File: config.mk
export PLATFORM = sky130hd
export DESIGN_NAME = i2c_cmd_sequencer
export DESIGN_NICKNAME = d
export VERILOG_FILES = /design/src/rtl/i2c_pkg.sv /design/src/rtl/i2c_cmd_fifo.sv /design/src/rtl/i2c_cmd_sequencer.sv
export SDC_FILE = /design/constraint.sdc
export NUM_CORES = 1
export LEC_CHECK = 0
export CAP_MARGIN = 20
export CORE_AREA = 4 4 96 120
export CTS_CLUSTER_DIAMETER = 150
export CTS_CLUSTER_SIZE = 30
export DETAILED_ROUTE_END_ITERATION = 7
export DIE_AREA = 0 0 100 124
export PLACE_DENSITY = 0.74
export SKIP_CTS_REPAIR_TIMING = 1
export SLEW_MARGIN = 20
export SYNTH_ARGS = -nofsm -noshare
export SYNTH_HDL_FRONTEND = slang
export SYNTH_HIERARCHICAL = 1
export SYNTH_SLANG_ARGS = --single-unit
File: constraint.sdc
create_clock -name clk -period 2.45 [get_ports clk]
set_clock_uncertainty 0.2 [all_clocks]
set_input_delay 0.3675 -clock clk [delete_from_list [all_inputs] [get_ports clk]]
set_output_delay 0.3675 -clock clk [all_outputs]
set_load 0.02 [all_outputs]
File: src/rtl/i2c_pkg.sv
// i2c_pkg: shared sequencer state encoding and command word layout.
package i2c_pkg;
    typedef enum logic [2:0] {IDLE, LAUNCH, WAIT, RESP, RECOVER} state_t;
    localparam int CMD_W    = 16;
    localparam int RW_BIT   = 15;
    localparam int ADDR_LSB = 8;
    localparam int ADDR_W   = 7;
    localparam int DATA_LSB = 0;
    localparam int DATA_W   = 8;
endpackage

File: src/rtl/i2c_cmd_fifo.sv
// i2c_cmd_fifo: synchronous command FIFO; pointers carry an extra wrap bit
// so full and empty are distinguishable without a counter.
module i2c_cmd_fifo
    import i2c_pkg::*;
#(
    parameter int DEPTH = 4
) (
    input  logic             clk,
    input  logic             rst_n,
    input  logic             i_push,
    input  logic [CMD_W-1:0] i_wdata,
    input  logic             i_pop,
    output logic [CMD_W-1:0] o_rdata,
    output logic             o_full,
    output logic             o_empty
);
    localparam int AW = $clog2(DEPTH);
    logic [AW:0]      r_wr_ptr;
    logic [AW:0]      r_rd_ptr;
    logic [CMD_W-1:0] r_mem [DEPTH];
    always_ff @(posedge clk or negedge rst_n) begin
        if (!rst_n) begin
            r_wr_ptr <= '0;
            r_rd_ptr <= '0;
        end else begin
            if (i_push) r_wr_ptr <= r_wr_ptr + 1'b1;
            if (i_pop) r_rd_ptr <= r_rd_ptr + 1'b1;
        end
    end
    always_ff @(posedge clk) begin
        if (i_push) r_mem[r_wr_ptr[AW-1:0]] <= i_wdata;
    end
    assign o_rdata = r_mem[r_rd_ptr[AW-1:0]];
    assign o_empty = r_wr_ptr == r_rd_ptr;
    assign o_full  = (r_wr_ptr[AW-1:0] == r_rd_ptr[AW-1:0]) && (r_wr_ptr[AW] != r_rd_ptr[AW]);
endmodule

File: src/rtl/i2c_cmd_sequencer.sv
// i2c_cmd_sequencer: buffers host I2C commands and issues them one at a time to
// i2c_master, returning one response (read data or timeout) per command.
module i2c_cmd_sequencer
    import i2c_pkg::*;
#(
    parameter int CMD_DEPTH      = 4,
    parameter int TIMEOUT_CYCLES = 65535
) (
    input  logic       clk,
    input  logic       rst_n,
    input  logic       cmd_valid,
    output logic       cmd_ready,
    input  logic       cmd_rw,
    input  logic [6:0] cmd_addr,
    input  logic [7:0] cmd_wdata,
    output logic       rsp_valid,
    input  logic       rsp_ready,
    output logic       rsp_rw,
    output logic [7:0] rsp_rdata,
    output logic       rsp_timeout,
    output logic       m_start,
    output logic       m_read_write,
    output logic [6:0] m_slave_addr,
    output logic [7:0] m_data_in,
    input  logic [7:0] m_data_out,
    input  logic       m_busy,
    input  logic       m_done
);
    localparam int TW = $clog2(TIMEOUT_CYCLES + 1);
    state_t           r_state, w_state;
    logic             r_busy_m, r_busy_s, r_done_m, r_done_s;
    logic [TW-1:0]    r_timer, w_timer;
    logic             r_m_start, w_m_start, r_m_rw, w_m_rw;
    logic [6:0]       r_m_addr, w_m_addr;
    logic [7:0]       r_m_data, w_m_data;
    logic             r_rsp_valid, w_rsp_valid, r_rsp_rw, w_rsp_rw;
    logic             r_rsp_timeout, w_rsp_timeout;
    logic [7:0]       r_rsp_rdata, w_rsp_rdata;
    logic             w_full, w_empty, w_pop, w_expire, w_to;
    logic [CMD_W-1:0] w_cmd;

    i2c_cmd_fifo #(.DEPTH(CMD_DEPTH)) u_fifo (
        .clk    (clk),
        .rst_n  (rst_n),
        .i_push (cmd_valid && !w_full),
        .i_wdata({cmd_rw, cmd_addr, cmd_wdata}),
        .i_pop  (w_pop),
        .o_rdata(w_cmd),
        .o_full (w_full),
        .o_empty(w_empty)
    );

    assign cmd_ready    = !w_full;
    assign w_expire     = r_timer == TW'(TIMEOUT_CYCLES);
    assign m_start      = r_m_start;
    assign m_read_write = r_m_rw;
    assign m_slave_addr = r_m_addr;
    assign m_data_in    = r_m_data;
    assign rsp_valid    = r_rsp_valid;
    assign rsp_rw       = r_rsp_rw;
    assign rsp_rdata    = r_rsp_rdata;
    assign rsp_timeout  = r_rsp_timeout;

    always_ff @(posedge clk or negedge rst_n) begin
        if (!rst_n) begin
            r_busy_m <= 1'b0;
            r_busy_s <= 1'b0;
            r_done_m <= 1'b0;
            r_done_s <= 1'b0;
        end else begin
            r_busy_m <= m_busy;
            r_busy_s <= r_busy_m;
            r_done_m <= m_done;
            r_done_s <= r_done_m;
        end
    end

    always_comb begin
        w_state       = r_state;
        w_timer       = r_timer;
        w_pop         = 1'b0;
        w_to          = 1'b0;
        w_m_start     = r_m_start;
        w_m_rw        = r_m_rw;
        w_m_addr      = r_m_addr;
        w_m_data      = r_m_data;
        w_rsp_valid   = r_rsp_valid;
        w_rsp_rw      = r_rsp_rw;
        w_rsp_rdata   = r_rsp_rdata;
        w_rsp_timeout = r_rsp_timeout;
        case (r_state)
            IDLE: if (!w_empty && !r_busy_s) begin
                w_pop     = 1'b1;
                w_m_start = 1'b1;
                w_m_rw    = w_cmd[RW_BIT];
                w_m_addr  = w_cmd[ADDR_LSB +: ADDR_W];
                w_m_data  = w_cmd[DATA_LSB +: DATA_W];
                w_timer   = '0;
                w_state   = LAUNCH;
            end
            LAUNCH: begin
                w_timer = r_timer + 1'b1;
                if (w_expire) w_to = 1'b1;
                else if (r_busy_s) begin
                    w_m_start = 1'b0;
                    w_state   = WAIT;
                end
            end
            WAIT: begin
                w_timer = r_timer + 1'b1;
                if (r_done_s) begin
                    w_rsp_valid   = 1'b1;
                    w_rsp_rw      = r_m_rw;
                    w_rsp_rdata   = r_m_rw ? m_data_out : 8'h00;
                    w_rsp_timeout = 1'b0;
                    w_state       = RESP;
                end else if (w_expire) w_to = 1'b1;
            end
            RESP: if (rsp_ready) begin
                w_rsp_valid = 1'b0;
                w_state     = r_rsp_timeout ? RECOVER : IDLE;
            end
            RECOVER: if (!r_busy_s && !r_done_s) w_state = IDLE;
            default: w_state = IDLE;
        endcase
        // An abandoned command still yields a response so ordering is preserved
        if (w_to) begin
            w_m_start     = 1'b0;
            w_rsp_valid   = 1'b1;
            w_rsp_rw      = r_m_rw;
            w_rsp_rdata   = 8'h00;
            w_rsp_timeout = 1'b1;
            w_state       = RESP;
        end
    end

    always_ff @(posedge clk or negedge rst_n) begin
        if (!rst_n) begin
            r_state       <= IDLE;
            r_timer       <= '0;
            r_m_start     <= 1'b0;
            r_m_rw        <= 1'b0;
            r_m_addr      <= '0;
            r_m_data      <= '0;
            r_rsp_valid   <= 1'b0;
            r_rsp_rw      <= 1'b0;
            r_rsp_rdata   <= '0;
            r_rsp_timeout <= 1'b0;
        end else begin
            r_state       <= w_state;
            r_timer       <= w_timer;
            r_m_start     <= w_m_start;
            r_m_rw        <= w_m_rw;
            r_m_addr      <= w_m_addr;
            r_m_data      <= w_m_data;
            r_rsp_valid   <= w_rsp_valid;
            r_rsp_rw      <= w_rsp_rw;
            r_rsp_rdata   <= w_rsp_rdata;
            r_rsp_timeout <= w_rsp_timeout;
        end
    end
endmodule

### After elaboration in Yosys (flattened, before gate mapping)

Memories as Yosys holds them, arrays and structs flattened. A register that Yosys moved wholly into a read port is not among the register bits.
Cells that the tools add are included.

| word-level totals | value |
|---|---|
| memories kept | 1 |
| logic and storage cells | 91 |
| ROM bits | 0 |
| latch bits | 0 |
| bits in writable memories | 64 |
| flip-flop bits (word level) | 41 |

| operators by class | value |
|---|---|
| order comparisons | 0 |
| shifts and indexed selects | 0 |
| multiplexer cells | 37 |
| $mul | 0 |
| div/mod/pow operators | 0 |
| add/sub/neg operators | 3 |
| equality and inequality tests | 15 |
| bitwise operators | 0 |
| reductions and logical operators | 22 |

Memories:

| memory | depth | width | read ports | clocked after memory_dff | wr ports | line | source |
|---|---|---|---|---|---|---|---|
| u_fifo.r_mem | 4 | 16 | 1 | 1 | 1 | i2c_cmd_fifo.sv:20 | `logic [CMD_W-1:0] r_mem [DEPTH];` |

Operators by type and width:

| kind | count |
|---|---|
| two-way mux 8 bit | 4 |
| one-hot mux 16 bit (2 select lines) | 1 |
| two-way mux 3 bit | 8 |
| two-way mux 1 bit | 19 |
| inequality test 3 bit, second input constant | 6 |
| adder 16 x 1 -> 16 bit, second input constant | 1 |
| equality test 16 bit, second input constant | 1 |
| two-way mux 16 bit | 1 |
| one-hot mux 3 bit (5 select lines) | 1 |
| adder 3 x 1 -> 3 bit, second input constant | 2 |
| equality test 3 x 2 -> 1 bit, second input constant | 2 |
| one-hot mux 1 bit (2 select lines) | 3 |
| AND reduction 2 bit | 3 |
| AND reduction 6 bit | 1 |
| nonzero test 2 bit | 3 |
| nonzero test 3 bit | 2 |
| logical NOT 1 bit | 5 |
| logical AND 1 bit | 4 |
| AND reduction 4 bit | 1 |
| equality test 3 x 1 -> 1 bit, second input constant | 1 |
| equality test 3 bit | 1 |
| equality test 3 bit, second input constant | 1 |
| logical NOT 3 bit | 1 |
| AND reduction 3 bit | 1 |
| 4 further kinds | 4 |

### Longest topological paths before layout

| depth | value |
|---|---|
| word-level depth | 6 |
| depth in mapped cells | 10 |

### Cells and area by module

The synthesis kept the hierarchy.

Modules (own cells, without submodules):

| module | cells each | area an instance (um^2) | times used |
|---|---|---|---|
| i2c_cmd_fifo | 114 | 2696.3 | 1 |
| i2c_cmd_sequencer | 256 | 2381.0 | 1 |

### Worst setup path before layout

No wires, ideal clock.

| timing path | value |
|---|---|
| path type | register -> register |
| start | reg u_fifo.r_rd_ptr[0] |
| end | reg u_fifo.r_rd_ptr[1] |
| data required time | 2125 ps |
| cell stages (with the launch flop) | 10 |
| setup slack | 115 ps |
| data arrival time | 2011 ps |
| library setup time | 125 ps |
| path buffers | 3 |
| path through | dfrtp_1 -> buf_6 -> buf_12 -> xor2_1 -> nor3b_1 -> nor4_1 -> nand2_1 -> inv_1 -> buf_2 -> mux2_2 |

| between the ends | value |
|---|---|
| longest elaborated chain between the ends | 5 |
| elaborated cells between the ends (all ways) | 6 |

RTL lines:

| what | line | source |
|---|---|---|
| from (decl) | i2c_cmd_fifo.sv:19 | `logic [AW:0] r_rd_ptr;` |
| from (signal assigned) | i2c_cmd_fifo.sv:27 | `if (i_pop) r_rd_ptr <= r_rd_ptr + 1'b1;` |
| equality test 3 bit | i2c_cmd_fifo.sv:34 | `assign o_empty = r_wr_ptr == r_rd_ptr;` |
| named net w_empty | i2c_cmd_sequencer.sv:39 | `logic w_full, w_empty, w_pop, w_expire, w_to;` |
| logical NOT 1 bit | i2c_cmd_sequencer.sv:92 | `IDLE: if (!w_empty && !r_busy_s) begin` |
| logical AND 1 bit | i2c_cmd_sequencer.sv:92 |  |
| two-way mux 1 bit | i2c_cmd_sequencer.sv:92 |  |
| two-way mux 1 bit | i2c_cmd_sequencer.sv:91 | `case (r_state)` |
| named net w_pop | i2c_cmd_sequencer.sv:39 |  |

The timed path passes the listed nets, and every way through them passes these cells.
A chain may end at the register's enable or synchronous reset.

### Final worst setup path

| timing path | value |
|---|---|
| start | reg u_fifo.r_wr_ptr[1] |
| end | reg r_timer[13] |

| between the ends | value |
|---|---|
| longest elaborated chain between the ends | 5 |

RTL lines:

| what | line | source |
|---|---|---|
| from (decl) | i2c_cmd_fifo.sv:18 | `logic [AW:0] r_wr_ptr;` |
| from (signal assigned) | i2c_cmd_fifo.sv:26 | `if (i_push) r_wr_ptr <= r_wr_ptr + 1'b1;` |
| equality test 3 bit | i2c_cmd_fifo.sv:34 |  |
| named net w_empty | i2c_cmd_sequencer.sv:39 |  |
| logical NOT 1 bit | i2c_cmd_sequencer.sv:92 |  |
| logical AND 1 bit | i2c_cmd_sequencer.sv:92 |  |
| inequality test 2 bit (no source line) | -- |  |
| AND reduction 2 bit (no source line) | -- |  |
| to (signal assigned) | i2c_cmd_sequencer.sv:151 | `r_timer <= w_timer;` |
| to (decl) | i2c_cmd_sequencer.sv:32 | `logic [TW-1:0] r_timer, w_timer;` |

The timed path passes the listed nets, and every way through them passes these cells.

==> flow_metrics.py <==
metrics = {
    "floorplanning": {
        "core_mm2": 0.0105,
        "die-area_mm2": 0.0124,
        "rows": 42,
        "io_pins": 59,
        "die_w_um": 100,
        "start_util_pct": 48.6,
        "fp.dieH_um": 124,
    },
    "sta": {
        "post-route-period-util_pct": 90.4,
        "rsz0062_at_grt": "no",
        "worst_pin_slew_ns": 0.438,
        "holdWs_ns": 0.161,
        "finalCriticalPeriod_ns": 2.21,
        "fin_tns_setup_ns": 0,
        "max_freq_mhz": 452,
        "fin_ws_ns": 0.235,
        "slew_headroom_pct": 70.8,
        "setup_viol": 0,
        "slew_viol_final": 0,
        "hold_viol": 0,
    },
    "cells_and_area": {
        "antenna_cells": 0,
        "multi_input_area_mm2": 0.00162,
        "layout-area-overhead-vs-synth_pct": 28.9,
        "final-seq-area_mm2": 0.00335,
        "fin_nets": 489,
        "mostFrequentLayoutCells": "72 x nand2_1, 64 x edfxtp_1, 57 x dfrtp_1",
        "fin_util_pct": 62.6,
        "final.fill_count": 760,
        "final_common_cell": "nand2_1",
        "layout-drive-gt1-share_pct": 15.0,
    },
    "global_routing": {
        "grt_max_degree": 58,
        "grt_pass1_wl_um": 16200,
        "track_usage_pct": 17.2,
        "gr-total-overflow": 0,
        "antenna_found_initial": 0,
        "grt_pass1_vias": 3222,
    },
    "cts": {
        "clk_pin_slew_ns": 0.05,
        "cts_buffer_depth": 2,
        "ctsRootBufferMaster": "clkbuf_16",
        "clk_latency_ns": 0.41,
        "cts_tree": "built",
        "clkSinkCount": 121,
        "numCtsBuffers": 17,
        "htree_levels": 4,
    },
    "flow_run": {
        "drv_cap": 0,
    },
    "synthesis": {
        "avgSynthCellArea_um2": 13.7,
        "syn-instance-count": 370,
        "ys_seq_area_share_pct": 65.9,
        "yosysWarnings": 6,
        "synth_area_leaders": "edfxtp_1 38%, dfrtp_1 28%, nand2_1 5.3%",
        "netlist-cell-type-count": 50,
        "syn_area_mm2": 0.00508,
        "async_reset_ff_share_pct": 47.1,
        "synth_fp_nets": 406,
        "synth_top_area_share_pct": 37.9,
        "yosys.area.top_type": "edfxtp_1",
        "synthFlopType": "edfxtp_1",
        "synth_seq_cells": 121,
        "synth_edf_count": 64,
    },
    "routing": {
        "totalWireLength_um": 9950,
        "ant_nets": 0,
        "routedWlPerCell_um": 16.6,
        "drtIter0Drc": 152,
        "drc_errors": 0,
        "vias": 3226,
        "via_per_inst": 5.39,
        "first_pass_iters": 4,
    },
    "critical_path": {
        "cp-start-kind": "flip-flop",
        "arrival_ns": 2.34,
        "required_ns": 2.57,
        "critPathMaxFanout": 6,
        "criticalPathCategory": "flip-flop to flip-flop",
        "worst_setup_path_end_kind": "flip-flop",
    },
    "hold_path": {
        "hp-class": "flip-flop to flip-flop",
    },
    "placement": {
        "gp_congestion": 0.774,
        "portBuffers": 58,
        "dp_hpwl_um": 6410,
        "dpl_worst_slack_ns": 0.276,
    },
    "outcome": {
        "status": "completed",
    },
    "power_and_ir_drop": {
        "power.density_mw_per_mm2": 1230,
        "peakVddDrop_mv": 0.798,
        "power_mw": 8.06,
        "power.leakage_nw": 2.61,
    },
}
layout make-up:
class	count	share of cell area, %
clock buffer	18	6.56
timing repair buffer	79	12.0
clock inverter	14	2.66
multi-input combinational	227	24.7
inverter	7	0.401
sequential	121	51.1
tap	132	2.52
worst paths after layout:
check | start | slack (ns) | cells past startpoint | endpoint
min in group asynchronous | rst_n | 0.29 | 3 | rsp_rdata[2]
hold reg to reg | r_done_m | 0.16 | 0 | r_done_s
max in group asynchronous | rst_n | 1.48 | 3 | r_timer[8]
setup / recovery | u_fifo/r_wr_ptr[1] | 0.24 | 6 | r_timer[13]
hold / removal | r_done_m | 0.16 | 0 | r_done_s
setup reg to reg | u_fifo/r_wr_ptr[1] | 0.24 | 6 | r_timer[13]
logic make-up after synthesis:
kind of cell               after synthesis  share of synthesized area, %
AOI/OAI and AO/OA                       53                          6.97
xor gates and xnor gates                11                          1.90
adders and majority gates                6                          1.48
buffers and inverters                   22                          2.49
DFF                                    121                          65.9
muxes                                   19                          8.40
and+or+nand+nor                        138                          12.8
state kept, by name, indices dropped and copies added, names as in the netlist:
register and cells:
r_done_s 1, m_data_in 8, r_busy_s 1, rsp_timeout 1, rsp_rw 1, u_fifo/r_mem 64
u_fifo/r_rd_ptr 3, r_busy_m 1, m_start 1, m_slave_addr 7, u_fifo/r_wr_ptr 3, m_read_write 1
rsp_valid 1, r_timer 16, r_done_m 1, r_state 3, rsp_rdata 8
layer usage:
metal  share of wire (%)  up-vias  wire, um  global-route usage (%)
met1                  41     1606      4130                    21.3
met4                 1.1        0       112                    6.49
li1                    -     1527         -                       -
met2                  54       82      5350                    29.3
met5                   0        -         0                       0
met3                 3.6       11       361                    4.20
metrics by stage:
stage               std cells  area [um^2]
CTS                       597         6520
detailed placement        565         5920
finish                    598         6550
global placement          565         5920
floorplan                 370         5080
global route              598         6550
Yosys cell counts, types with 2 or more instances:
library cell,number
a21oi_1,23
clkbuf_1,4
a21oi_2,2
mux4_2,8
xor2_1,6
buf_2,7
buf_6,2
nor3_1,3
mux4_1,8
and2_1,6
nand3_1,13
nand2_1,72
and3_1,4
o21ai_0,10
dfrtp_1,57
o31ai_1,3
nand2b_1,2
ha_1,6
inv_1,7
a21o_1,2
edfxtp_1,64
nand4_1,4
or3_1,7
nor2_1,12
nor2b_1,3
or2_2,2
xnor2_1,5
nor3b_1,2
o211ai_1,3
or4_1,3
power breakdown:
| group | switching, mW | internal (mW) |
|---|---|---|
| clock network | 0.893 | 1.60 |
| registers | 0.281 | 2.71 |
| logic | 1.36 | 1.21 |
critical path: stages, from the launching register on:
cell and delay (ns):
dfrtp_1 0.42, xor2_1 0.26, nor3b_1 0.11, nor2_1 0.25, o211ai_1 0.22, or4_1 0.51
a21oi_1 0.16
No activity file was read; power rests on OpenSTA's default activity.
